$ cat src/rtl/fetch_pkg.sv
// Shared types and constants for the instruction fetch queue.
package fetch_pkg;

    localparam int unsigned DEPTH_DEFAULT   = 4;
    localparam int unsigned PC_INCR_DEFAULT = 4;

    typedef enum logic [1:0] {
        IDLE  = 2'd0,
        REQ   = 2'd1,
        DRAIN = 2'd2
    } fetch_state_t;

    typedef struct packed {
        logic [31:0] pc;
        logic [31:0] instr;
    } fetch_entry_t;

endpackage

$ cat src/rtl/fetch_fifo.sv
// First-word fall-through FIFO of {pc, instr} entries with a synchronous flush.
module fetch_fifo
    import fetch_pkg::*;
#(
    parameter int unsigned DEPTH = DEPTH_DEFAULT
) (
    input  logic         clk,
    input  logic         reset,
    input  logic         flush,
    input  logic         push,
    input  fetch_entry_t push_data,
    input  logic         pop,
    output fetch_entry_t head,
    output logic         valid,
    output logic         full
);

    localparam int unsigned PTR_W = (DEPTH > 1) ? $clog2(DEPTH) : 1;
    localparam int unsigned CNT_W = PTR_W + 1;

    fetch_entry_t     mem [DEPTH];
    logic [PTR_W-1:0] rd_ptr;
    logic [PTR_W-1:0] wr_ptr;
    logic [CNT_W-1:0] count;
    logic             do_push;
    logic             do_pop;

    // Flush dominates both ends of the queue.
    assign do_push = push & ~flush;
    assign do_pop  = pop & valid & ~flush;

    always_ff @(posedge clk) begin
        if (reset) begin
            rd_ptr <= '0;
            wr_ptr <= '0;
            count  <= '0;
            for (int unsigned i = 0; i < DEPTH; i++) begin
                mem[i] <= '0;
            end
        end else if (flush) begin
            rd_ptr <= '0;
            wr_ptr <= '0;
            count  <= '0;
        end else begin
            if (do_push) begin
                mem[wr_ptr] <= push_data;
                wr_ptr      <= wr_ptr + PTR_W'(1);
            end
            if (do_pop) begin
                rd_ptr <= rd_ptr + PTR_W'(1);
            end
            case ({do_push, do_pop})
                2'b10:   count <= count + CNT_W'(1);
                2'b01:   count <= count - CNT_W'(1);
                default: count <= count;
            endcase
        end
    end

    assign head  = mem[rd_ptr];
    assign valid = (count != '0);
    assign full  = (count == CNT_W'(DEPTH));

    // Launch gating guarantees a push never meets a full queue.
    always_ff @(posedge clk) begin
        if (!reset) begin
            assert (!(push && full)) else $error("fetch_fifo: push while full");
        end
    end

endmodule

$ cat src/rtl/fetch_queue.sv
// Fetch unit: drives the PC, fetches over a req/ack memory port and buffers results for decode.
module fetch_queue
    import fetch_pkg::*;
#(
    parameter int unsigned DEPTH   = DEPTH_DEFAULT,
    parameter int unsigned PC_INCR = PC_INCR_DEFAULT
) (
    input  logic        clk,
    input  logic        reset,
    input  logic [31:0] pc_current,
    output logic [31:0] pc_next,
    output logic        pc_enable,
    output logic        imem_req,
    output logic [31:0] imem_addr,
    input  logic        imem_ack,
    input  logic [31:0] imem_rdata,
    input  logic        branch_taken,
    input  logic [31:0] branch_target,
    output logic        dec_valid,
    output logic [31:0] dec_instr,
    output logic [31:0] dec_pc,
    input  logic        dec_ready
);

    fetch_state_t state;
    fetch_state_t state_next;
    logic         launch;
    logic         push;
    logic         pop;
    logic         full;
    fetch_entry_t push_data;
    fetch_entry_t head;

    always_ff @(posedge clk) begin
        if (reset) begin
            state     <= IDLE;
            imem_addr <= '0;
        end else begin
            state <= state_next;
            if (launch) begin
                imem_addr <= pc_current;
            end
        end
    end

    // Next state, fetch push and PC update; a branch overrides the PC mux in any state.
    always_comb begin
        state_next = state;
        launch     = 1'b0;
        push       = 1'b0;
        pc_enable  = 1'b0;
        pc_next    = pc_current + 32'(PC_INCR);
        case (state)
            IDLE: begin
                if (!branch_taken && !full) begin
                    launch     = 1'b1;
                    state_next = REQ;
                end
            end
            REQ: begin
                if (imem_ack) begin
                    state_next = IDLE;
                    if (!branch_taken) begin
                        push      = 1'b1;
                        pc_enable = 1'b1;
                    end
                end else if (branch_taken) begin
                    state_next = DRAIN;
                end
            end
            DRAIN: begin
                if (imem_ack) begin
                    state_next = IDLE;
                end
            end
            default: state_next = IDLE;
        endcase
        if (branch_taken) begin
            pc_enable = 1'b1;
            pc_next   = branch_target;
        end
    end

    assign imem_req  = (state == REQ) || (state == DRAIN);
    assign pop       = dec_valid & dec_ready & ~branch_taken;
    assign push_data = '{pc: imem_addr, instr: imem_rdata};

    fetch_fifo #(
        .DEPTH (DEPTH)
    ) u_fifo (
        .clk       (clk),
        .reset     (reset),
        .flush     (branch_taken),
        .push      (push),
        .push_data (push_data),
        .pop       (pop),
        .head      (head),
        .valid     (dec_valid),
        .full      (full)
    );

    assign dec_instr = head.instr;
    assign dec_pc    = head.pc;

endmodule
$ cat config.mk
export PLATFORM = sky130hd
export DESIGN_NAME = fetch_queue
export DESIGN_NICKNAME = d
export VERILOG_FILES = /design/src/rtl/fetch_pkg.sv /design/src/rtl/fetch_fifo.sv /design/src/rtl/fetch_queue.sv
export SDC_FILE = /design/constraint.sdc
export NUM_CORES = 1
export LEC_CHECK = 0
export CAP_MARGIN = 30
export CORE_MARGIN = 4
export CORE_UTILIZATION = 55
export CTS_BUF_LIST = sky130_fd_sc_hd__clkbuf_2 sky130_fd_sc_hd__clkbuf_4 sky130_fd_sc_hd__clkbuf_8
export CTS_CLUSTER_DIAMETER = 100
export DETAILED_ROUTE_END_ITERATION = 12
export PLACE_DENSITY = 0.91
export SYNTH_ARGS = -nofsm -noshare
export SYNTH_HDL_FRONTEND = slang
export SYNTH_SLANG_ARGS = --single-unit
$ cat constraint.sdc
create_clock -name clk -period 9.6 [get_ports clk]
set_input_delay 1.92 -clock clk [delete_from_list [all_inputs] [get_ports clk]]
set_output_delay 1.92 -clock clk [all_outputs]
set_load 0.01 [all_outputs]
==> impl_metrics.env <==
export IMPL_tritoncts="done"
export IMPL_hold_buffers=0
export IMPL_numCtsBuffers=45
export IMPL_place_inst=1560
export IMPL_fmax_mhz=148
export IMPL_hp_class="register to register"
export IMPL_grt_antenna_before_repair=0
export IMPL_fin_crit_ns=6.76
export IMPL_htreeDepth=2
export IMPL_timing_final_max_slew_violations=0
export IMPL_critPathRequiredTime_ns=7.68
export IMPL_final_antenna_net_count=0
export IMPL_cp_max_fo=5
export IMPL_syn_to_final_growth_pct=25.8
export IMPL_avgSynthCellArea_um2=12.4
export IMPL_layout_drive_gt1_share=0.122
export IMPL_critPathBufInv=2
export IMPL_dieArea_um2=26600
export IMPL_drtPass1Iterations=5
export IMPL_routedWlPerCell_um=21.0
export IMPL_fin_crit_sh=0.704
export IMPL_post_cts_buffers=0
export IMPL_instances_no_fill=1636
export IMPL_die_h_um=163
export IMPL_grt_pass1_wl_mm=53.5
export IMPL_setup_viol=0
export IMPL_maxCapViolCount=0
export IMPL_syn_inst=1066
export IMPL_worst_slew_pin_slew_ns=1.03
export IMPL_vias=9240
export IMPL_dp_hpwl_mm=22.1
export IMPL_clock_skew_ns=0.0235
export IMPL_clkTransAtPathRegs_ns=0.06
export IMPL_p_leak_nw=6.14
export IMPL_relSlewSlack=0.310
export IMPL_track_usage=0.262
export IMPL_cp_start_kind="primary input"
export IMPL_outcome="finished clean"
export IMPL_ys_warn_count=0
export IMPL_tns_ns=0
export IMPL_rows=56
export IMPL_synth_ff_type="edfxtp_1"
export IMPL_max_stage_delay_ns=0.62
export IMPL_cts_repair_resized=0
export IMPL_overflow=0
export IMPL_cp_cell_sequence="clkdlybuf4s50_1 -> ha_1 -> nand2_1 -> or3_1 -> or4_1 -> a31oi_1 -> clkdlybuf4s50_1"
export IMPL_synthArstFlopShare=0
export IMPL_clkSinkCount=299
export IMPL_pin_count=232
export IMPL_netlist_area_um2=13200
export IMPL_initial_utilization=0.561
export IMPL_syn_nets=1173
export IMPL_drt_wl_total_mm=34.3
export IMPL_irDropWorstVdd_v=0.0000979
export IMPL_core_um2=23500
export IMPL_synth_edff_count=256
export IMPL_die_x_um=163
export IMPL_cts_root_buf="clkbuf_8"
export IMPL_critPathTopFamily="buffers and inverters"
export IMPL_p_per_area_nw_per_um2=164
export IMPL_fin_util=0.706
export IMPL_gp_congestion=0.919
export IMPL_synthDistinctLibCells=43
export IMPL_drt_iter0_markers=805
export IMPL_route_detailed_drc=0
export IMPL_nNetsFinal=1395
export IMPL_end_kind="primary output"
export IMPL_portBuffers=231
export IMPL_grt_max_degree=66
export IMPL_criticalPathCategory="primary input to primary output"
export IMPL_clk_path_buf_depth=3
export IMPL_clk_latency_ns=0.53
export IMPL_antenna_cells=0
export IMPL_ys_ff_latch=299
export IMPL_post_drt_via_cell_ratio=5.65
export IMPL_cpMostUsedCell="clkdlybuf4s50_1"
export IMPL_crit_slowest_cell="clkdlybuf4s50_1"
export IMPL_grt_pass1_vias=9826
export IMPL_hold_viol=0
export IMPL_cp_arrival_ns=4.84
export IMPL_rsz0062_at_grt="false"
export IMPL_ys_seq_area_frac=0.647
cells in the mapped netlist (2+ instances only):
| library cell | count | area, um2 |
|---|---|---|
| dfxtp_1 | 43 | 861 |
| nor4_1 | 5 | 31.3 |
| nand2b_1 | 3 | 18.8 |
| edfxtp_1 | 256 | 7690 |
| a21oi_1 | 37 | 185 |
| and2_1 | 4 | 25.0 |
| clkbuf_1 | 47 | 176 |
| nand2_1 | 156 | 586 |
| o31ai_1 | 12 | 90.1 |
| or2_2 | 2 | 12.5 |
| nand3_1 | 13 | 65.1 |
| or3_1 | 5 | 31.3 |
| inv_1 | 77 | 289 |
| nand4_1 | 8 | 50.1 |
| xnor2_1 | 13 | 114 |
| o21ai_0 | 21 | 105 |
| nor2_1 | 215 | 807 |
| mux4_2 | 64 | 1440 |
| and3_1 | 5 | 31.3 |
| buf_2 | 18 | 90.1 |
| and4_1 | 4 | 35.0 |
| nor3_1 | 3 | 15.0 |
| o31a_1 | 2 | 17.5 |
| or4_1 | 11 | 82.6 |
| xor2_1 | 6 | 52.6 |
| mux2_2 | 3 | 33.8 |
| ha_1 | 5 | 62.6 |
| a31oi_1 | 13 | 81.3 |
registers in the layout, summed over array words and instances, names as in the netlist, named ones only:
register / flops
u_fifo.mem: 256
imem_addr: 32
u_fifo.count: 3
state: 2
u_fifo.rd_ptr: 2
u_fifo.wr_ptr: 2
metrics by stage:
stage | area, um2 | hold slack [ns] | setup slack (ns) | power [mW]
final | 16600 | 0.478 | 2.84 | 2.72
after CTS | 16600 | 0.475 | 2.85 | 2.74
after floorplan | 13200 | 0.462 | 1.94 | 1.62
after detailed placement | 15800 | 0.464 | 2.87 | 1.78
after global placement | 15800 | 0.460 | 2.90 | 1.78
after global routing | 16600 | 0.492 | 2.76 | 2.82
metal layers:
layer,global-route usage,vias to the layer above,share of wire
met5,0,-,0
met4,0.0884,0,0.033
met3,0.0661,76,0.090
met2,0.467,475,0.51
met1,0.311,4473,0.36
li1,-,4216,-
cells in the final DEF (no fill, tap or decap), drive strengths merged, types with 13 or more instances in the layout:
cell type	instances
o21ai	21
mux4	64
edfxtp	256
a21oi	37
nor2	216
xnor2	13
nand2	156
clkdlybuf4s50	231
clkbuf	57
inv	77
a31oi	13
nand3	14
clkinv	17
dfxtp	43
worst min-delay path, cell delays in order, from the launching register on:
cell	delay [ns]
dfxtp_1	0.32
nand2_1	0.06
a21oi_1	0.05
kinds of logic (layout without fill, tap and decap cells):
family          count (synthesis)  count (layout)  share of synthesized area
flops                         299             299                      0.647
compound gates                 88              88                     0.0384
xor+xnor                       19              19                     0.0126
fa+ha+maj                       6               6                    0.00625
buf+inv                       145             396                     0.0433
mux                            67              67                      0.112
simple gates                  442             442                      0.141
layout make-up:
class	count	area, um2
Clock buffer	57	709
Clock inverter	19	109
Fill cell	1624	6910
Inverter	77	289
Multi-Input combinational cell	622	4170
Sequential cell	299	8560
Tap cell	319	399
Timing Repair Buffer	243	2400
where the power goes:
group | switching (mW) | total (mW) | internal [mW]
combinational | 0.139 | 0.275 | 0.135
clock | 0.459 | 0.967 | 0.509
sequential | 0.0219 | 1.48 | 1.46
total | 0.620 | 2.72 | 2.10
worst paths after layout:
path | start | endpoint | slack (ns) | cells past startpoint
min reg2reg | imem_addr[13] | imem_addr[13] | 0.48 | 2
max | pc_current[2] | pc_next[30] | 2.84 | 7
max reg2reg | u_fifo.wr_ptr[1] | u_fifo.mem[1][18] | 6.46 | 4
min | imem_addr[13] | imem_addr[13] | 0.48 | 2
Power figures use the tool's default switching activity.
